File: src/rtl/branch_resolve.sv
// Branch resolution in E: zero-cycle redirect on mispredict, E->M predictor update, saturating stats.
// A mispredict stalled in E redirects once; a mispredict leaving E squashes the next E instruction.
module branch_resolve #(
    parameter int CNT_W = 32
) (
    input  logic             clk,
    input  logic             rst,
    input  logic             stallE,
    input  logic             flushE,
    input  logic             branchD,
    input  logic             pred_takeD,
    input  logic [31:0]      pcD,
    input  logic             actual_takeE,
    input  logic [31:0]      branch_targetE,
    output logic             redirectE,
    output logic [31:0]      redirect_pcE,
    output logic             branchM,
    output logic             actual_takeM,
    output logic [31:0]      pcM,
    output logic             mispredM,
    output logic [CNT_W-1:0] branch_cnt,
    output logic [CNT_W-1:0] mispred_cnt
);

    typedef enum logic {NORMAL, SQUASH} state_t;

    typedef struct packed {
        logic        branch;
        logic        predTake;
        logic [31:0] pc;
    } deReg_t;

    state_t state, stateNext;
    deReg_t deReg;
    logic   reportedE;
    logic   validE;
    logic   wrongDirE;
    logic   mispredE;

    assign validE       = deReg.branch && (state == NORMAL);
    assign wrongDirE    = deReg.predTake ^ actual_takeE;
    assign mispredE     = validE && wrongDirE && !reportedE;
    assign redirectE    = mispredE;
    assign redirect_pcE = actual_takeE ? branch_targetE : deReg.pc + 32'd4;

    always_ff @(posedge clk or negedge rst) begin
        if (!rst) begin
            deReg <= '0;
        end else if (flushE) begin
            deReg <= '0;
        end else if (!stallE) begin
            deReg <= '{branch: branchD, predTake: pred_takeD, pc: pcD};
        end
    end

    // Remembers that the held E branch already redirected, so a long stall redirects only once.
    always_ff @(posedge clk or negedge rst) begin
        if (!rst) begin
            reportedE <= 1'b0;
        end else if (flushE || !stallE) begin
            reportedE <= 1'b0;
        end else if (mispredE) begin
            reportedE <= 1'b1;
        end
    end

    always_ff @(posedge clk or negedge rst) begin
        if (!rst) begin
            state <= NORMAL;
        end else begin
            state <= stateNext;
        end
    end

    always_comb begin
        stateNext = state;
        case (state)
            NORMAL:  if (mispredE && !stallE) stateNext = SQUASH;
            SQUASH:  if (!stallE) stateNext = NORMAL;
            default: stateNext = NORMAL;
        endcase
    end

    always_ff @(posedge clk or negedge rst) begin
        if (!rst) begin
            branchM      <= 1'b0;
            actual_takeM <= 1'b0;
            pcM          <= '0;
            mispredM     <= 1'b0;
        end else begin
            branchM      <= validE && !stallE;
            actual_takeM <= actual_takeE;
            pcM          <= deReg.pc;
            mispredM     <= validE && wrongDirE && !stallE;
        end
    end

    // mispredM only counts alongside branchM, so mispred_cnt can never pass branch_cnt.
    always_ff @(posedge clk or negedge rst) begin
        if (!rst) begin
            branch_cnt  <= '0;
            mispred_cnt <= '0;
        end else begin
            if (branchM && (branch_cnt != '1)) begin
                branch_cnt <= branch_cnt + CNT_W'(1);
            end
            if (branchM && mispredM && (mispred_cnt != '1)) begin
                mispred_cnt <= mispred_cnt + CNT_W'(1);
            end
        end
    end

endmodule

File: config.mk
export PLATFORM = sky130hd
export DESIGN_NAME = branch_resolve
export DESIGN_NICKNAME = d
export VERILOG_FILES = /design/src/rtl/branch_resolve.sv
export SDC_FILE = /design/constraint.sdc
export NUM_CORES = 1
export LEC_CHECK = 0
export CELL_PAD_IN_SITES_DETAIL_PLACEMENT = 0
export CELL_PAD_IN_SITES_GLOBAL_PLACEMENT = 1
export CORE_MARGIN = 2
export CORE_UTILIZATION = 36
export CTS_BUF_LIST = sky130_fd_sc_hd__clkbuf_2 sky130_fd_sc_hd__clkbuf_4 sky130_fd_sc_hd__clkbuf_8
export DETAILED_ROUTE_END_ITERATION = 8
export PLACE_DENSITY_LB_ADDON = 0.08
export SLEW_MARGIN = 5
export SYNTH_ARGS = -nofsm -noshare
export SYNTH_HDL_FRONTEND = slang
export SYNTH_SLANG_ARGS = --single-unit
File: constraint.sdc
create_clock -name clk -period 2.76 [get_ports clk]
set_input_delay 0.414 -clock clk [delete_from_list [all_inputs] [get_ports clk]]
set_output_delay 0.414 -clock clk [all_outputs]
set_load 0.05 [all_outputs]
Word level (Yosys, flattened, before mapping)
Cells that the tools add are included.
{ "totals": {"reg_bits": 135, "in_bits": 71, "out_inout_bits": 132, "elab_cells": 40} }
{ "op_classes": {"n_addsub": 3, "n_eq_ne": 3, "muxes": 8, "n_bitwise": 2, "n_reduce_logical": 13} }
{ "op_table": {"columns": ["op", "n"], "rows": [
  ["$mux W34", 2],
  ["$add A32 B1 Y32 const B", 2],
  ["$ne A32 B32 Y1 const B", 2],
  ["$add A32 B3 Y32 const B", 1],
  ["$mux W32", 1],
  ["$logic_and A1 B1 Y1", 9],
  ["$mux W1", 4],
  ["$logic_not A1 Y1", 2],
  ["$ne A2 B1 Y1 const B", 1],
  ["$pmux W1 S2", 1],
  ["$reduce_bool A2 Y1", 1],
  ["$logic_or A1 B1 Y1", 1],
  ["$not A1 Y1", 1],
  ["$xor A1 B1 Y1", 1]
]} }

Longest topological paths before layout
{ "depth": {"ltp_word": 7, "depth_mapped": 7, "mapped_depth_nobuf": 6} }

Worst setup path after synthesis
Ideal clock, no wire load.
{ "synth_path": {"path_kind": "flip-flop to output port", "start": "register deReg[4] in the netlist's numbering", "end": "output redirect_pcE[21]", "arrival_ns": 2.487, "t_required_ns": 2.346, "setup_slack_ns": -0.141, "path_stages_with_launch": 7, "path_buffers": 1, "cell_sequence": "dfrtp_1 > and4_1 > and4_1 > clkbuf_1 > nand4_1 > xor2_1 > o21ai_0"} }
{ "synth_between": {"elab_chain_len": 2} }
{ "synth_rtl": {"columns": ["item", "line_no", "rtl"], "rows": [
  ["start: declaration", "34", "deReg_t deReg;"],
  ["start signal: assignment", "52", "deReg <= '{branch: branchD, predTake: pred_takeD, pc: pcD};"],
  ["$add A32 B3 Y32", "44", "assign redirect_pcE = actual_takeE ? branch_targetE : deReg.pc + 32'd4;"],
  ["$mux W32", "44", null],
  ["end: declaration", "16", "output logic [31:0] redirect_pcE,"]
]} }
Every way passes these cells.

Final worst setup path
{ "layout_path": {"start": "register deReg[2] in the netlist's numbering", "end": "output redirect_pcE[28]"} }
Same word-level chain as after synthesis.

==> load_flow_metrics.sql <==
INSERT INTO impl_metrics (metric_group, metric, value, unit) VALUES
('worst_setup_path', 'setup.worst_path.start_class', 'flop', ''),
('global_route', 'grt_pass1_wl', '27100', 'um'),
('worst_setup_path', 'ff2ff_path_depth', '4', ''),
('clock_network', 'clock_sink_count', '135', ''),
('sta', 'period_minus_slack', '2.61', 'ns'),
('clock_network', 'cts_root_buffer', 'sky130_fd_sc_hd__clkbuf_8', ''),
('synthesis', 'synth.largest_area_cell', 'sky130_fd_sc_hd__dfrtp_1', ''),
('floorplanning', 'num_rows', '48', ''),
('global_route', 'antenna_found_initial', '1', ''),
('synthesis', 'synth.top_cells.by_area', 'sky130_fd_sc_hd__dfrtp_1, sky130_fd_sc_hd__xor2_1, sky130_fd_sc_hd__mux2i_1', ''),
('synthesis', 'syn-instance-count', '601', ''),
('detailed_routing', 'routed_wire_length', '16800', 'um'),
('finish', 'fin_cells', '1049', ''),
('sta', 'slew-limit-headroom', '0.550', ''),
('synthesis', 'ys_ff_latch', '135', ''),
('global_route', 'vias_in_the_first_global_route', '5313', ''),
('synthesis', 'yosysMostFrequentCell', 'sky130_fd_sc_hd__dfrtp_1', ''),
('sta', 'timing.clock.skew', '0.00930', 'ns'),
('worst_setup_path', 'critical_path_class', 'flop to output port', ''),
('worst_setup_path', 'crit_path_max_incr_delay', '0.42', 'ns'),
('power_and_ir_drop', 'power_density', '520', 'nW/um^2'),
('synthesis', 'synth_top_cells_by_count', 'sky130_fd_sc_hd__dfrtp_1, sky130_fd_sc_hd__nand2_1, sky130_fd_sc_hd__nor2_1', ''),
('sta', 'achievable_freq', '383', 'MHz'),
('worst_setup_path', 'critical_path.top_delay_family', 'simple AND/OR/NAND/NOR gates', ''),
('synthesis', 'synth_top_flop_cell', 'sky130_fd_sc_hd__dfrtp_1', ''),
('placement', 'place.detailed.hpwl', '12400', 'um'),
('sta', 'min_period_over_period', '0.947', ''),
('clock_network', 'cts.htree.levels', '4', ''),
('clock_network', 'cts_inserted_buffers', '17', ''),
('floorplanning', 'initial_utilization', '0.367', ''),
('worst_setup_path', 'crit_slowest_cell', 'sky130_fd_sc_hd__dfrtp_2', ''),
('synthesis', 'cell_area_after_synthesis', '6360', 'sq um'),
('detailed_routing', 'dr_total_vias', '5169', ''),
('power_and_ir_drop', 'worst_ir_drop_vdd', '0.263', 'mV'),
('finish', 'syn2layout_area_growth', '46.7', '%'),
('finish', 'final.fill_count', '1513', ''),
('global_route', 'residual_overflow_from_global_routing', '0', ''),
('power_and_ir_drop', 'cellLeakagePower', '0.00407', 'uW'),
('synthesis', 'number_of_enable_flip_flop_cells_after_synthesis', '0', ''),
('synthesis', 'synth_top_cell_area_share', '0.531', ''),
('floorplanning', 'core_region_area', '17300', 'sq um'),
('finish', 'final_core_utilization', '0.539', ''),
('worst_hold_path', 'hold_crit_class', 'flop to flop', ''),
('detailed_routing', 'detail-route-antenna-nets', '0', ''),
('placement', 'total_of_buffers_placed_on_input_and_output_ports', '202', ''),
('worst_setup_path', 'crit_chain', 'ha_2, and2_4, and4_4, nand3_1, xnor2_1, mux2_2, buf_12', ''),
('synthesis', 'async_reset_ff_frac', '1.00', ''),
('worst_setup_path', 'timing.critical_path.arrival', '2.20', 'ns'),
('detailed_routing', 'first_iter_violations', '158', ''),
('power_and_ir_drop', 'power', '4840', 'uW'),
('synthesis', 'postSynthNetCount', '675', ''),
('floorplanning', 'die-width', '137', 'um'),
('sta', 'hold_viol', '0', ''),
('detailed_routing', 'drt_first_pass_iters', '4', ''),
('worst_setup_path', 'end_kind', 'output port', ''),
('placement', 'place_inst', '1015', ''),
('placement', 'routabilityCongestion', '0.823', ''),
('worst_setup_path', 'cp_max_fo', '7', ''),
('synthesis', 'post_syn_area_per_cell', '10.6', 'sq um'),
('worst_setup_path', 'critical_path_cell_count', '7', ''),
('floorplanning', 'io-pin-count', '203', ''),
('outcome', 'outcome', 'finished, final reports clean', ''),
('finish', 'drive_above_1_share', '0.142', ''),
('global_route', 'grt_start_max_net_pins', '54', ''),
('detailed_routing', 'avgRoutedWirePerCell', '16.0', 'um'),
('global_route', 'grt_use_total', '0.187', ''),
('clock_network', 'clk_pin_slew_worst_paths', '0.07', 'ns'),
('clock_network', 'tritoncts', 'built', ''),
('finish', 'antenna-diode-count', '0', ''),
('detailed_routing', 'drc_errors', '0', ''),
('floorplanning', 'fp.dieArea', '18700', 'sq um');
==> routing by layer <==
layer,global-route usage,vias up,part of all wire
met4,0.0664,2,0.018
met5,0,-,0.00077
met1,0.236,2470,0.43
met3,0.0700,26,0.077
li1,-,2514,-
met2,0.293,157,0.47
==> timing repair <==
item,4_1_cts,5_1_grt
endpoints found under the setup margin,18,18
pin swaps,0,1
endpoints found under the hold margin,51,0
hold buffers,1,0
setup buffers,0,1
resized for setup,11,20
==> kinds of logic (layout without fill, tap and decap cells) <==
family	after synthesis	in the layout	synth area share
simple gates	267	267	0.212
buf+inv	25	248	0.0175
compound gates	39	39	0.0396
flops	135	135	0.531
fa+ha+maj	3	3	0.00591
xor+xnor	86	86	0.119
mux	46	46	0.0746
==> cell type report <==
type                    count  area [sq um]  area share
clock inverters            14           176      0.0189
inverters                   4          15.0     0.00161
clock buffers              18           241      0.0259
well taps                 225           282      0.0302
repair buffers            212          2310       0.248
flip-flops and latches    135          3390       0.364
multi-input cells         441          2910       0.312
==> final timing paths <==
| path | from | end | slack, ns |
|---|---|---|---|
| setup / recovery | deReg[2] | redirect_pcE[28] | 0.15 |
| hold reg to reg | deReg[1] | pcM[1] | 0.41 |
| setup reg to reg | branch_cnt[14] | branch_cnt[1] | 0.43 |
| hold / removal | deReg[1] | pcM[1] | 0.41 |
| max in group asynchronous | rst | deReg[22] | 1.44 |
| min in group asynchronous | rst | branch_cnt[29] | 0.48 |
==> layout by cell type (no fill, tap or decap), types with 18 or more instances in the layout <==
cell                              synthesis  layout
sky130_fd_sc_hd__xnor2_1                 40      40
sky130_fd_sc_hd__dfrtp_1                135     126
sky130_fd_sc_hd__nor2_1                  59      59
sky130_fd_sc_hd__mux2i_1                 35      35
sky130_fd_sc_hd__clkdlybuf4s50_1          0     166
sky130_fd_sc_hd__xor2_1                  46      46
sky130_fd_sc_hd__nand2_1                 76      76
sky130_fd_sc_hd__nand4_1                 24      24
sky130_fd_sc_hd__buf_12                   0      24
sky130_fd_sc_hd__nand3_1                 33      33
sky130_fd_sc_hd__buf_4                    0      18
==> metrics by stage <==
step	hold WS [ns]	area (sq um)	setup WS (ns)
floorplan	0.118	6360	0.0597
global placement	0.387	8830	0.379
detailed placement	0.394	8830	0.349
CTS	0.411	9280	0.00447
global route	0.426	9320	0.00613
finish	0.409	9320	0.146
==> registers in the layout (all words and copies together) (netlist names) <==
| register | cells |
|---|---|
| pcM | 32 |
| reportedE | 1 |
| branchM | 1 |
| mispredM | 1 |
| state | 1 |
| branch_cnt | 32 |
| mispred_cnt | 32 |
| actual_takeM | 1 |
| deReg | 34 |
==> power by group <==
| part | leakage, uW | switching, uW | internal, uW |
|---|---|---|---|
| Combinational | 0.00206 | 570 | 389 |
| Sequential | 0.00182 | 105 | 2070 |
| Clock | 0.000195 | 806 | 908 |
| Total | 0.00407 | 1480 | 3360 |
(Power assumes the default switching activity.)
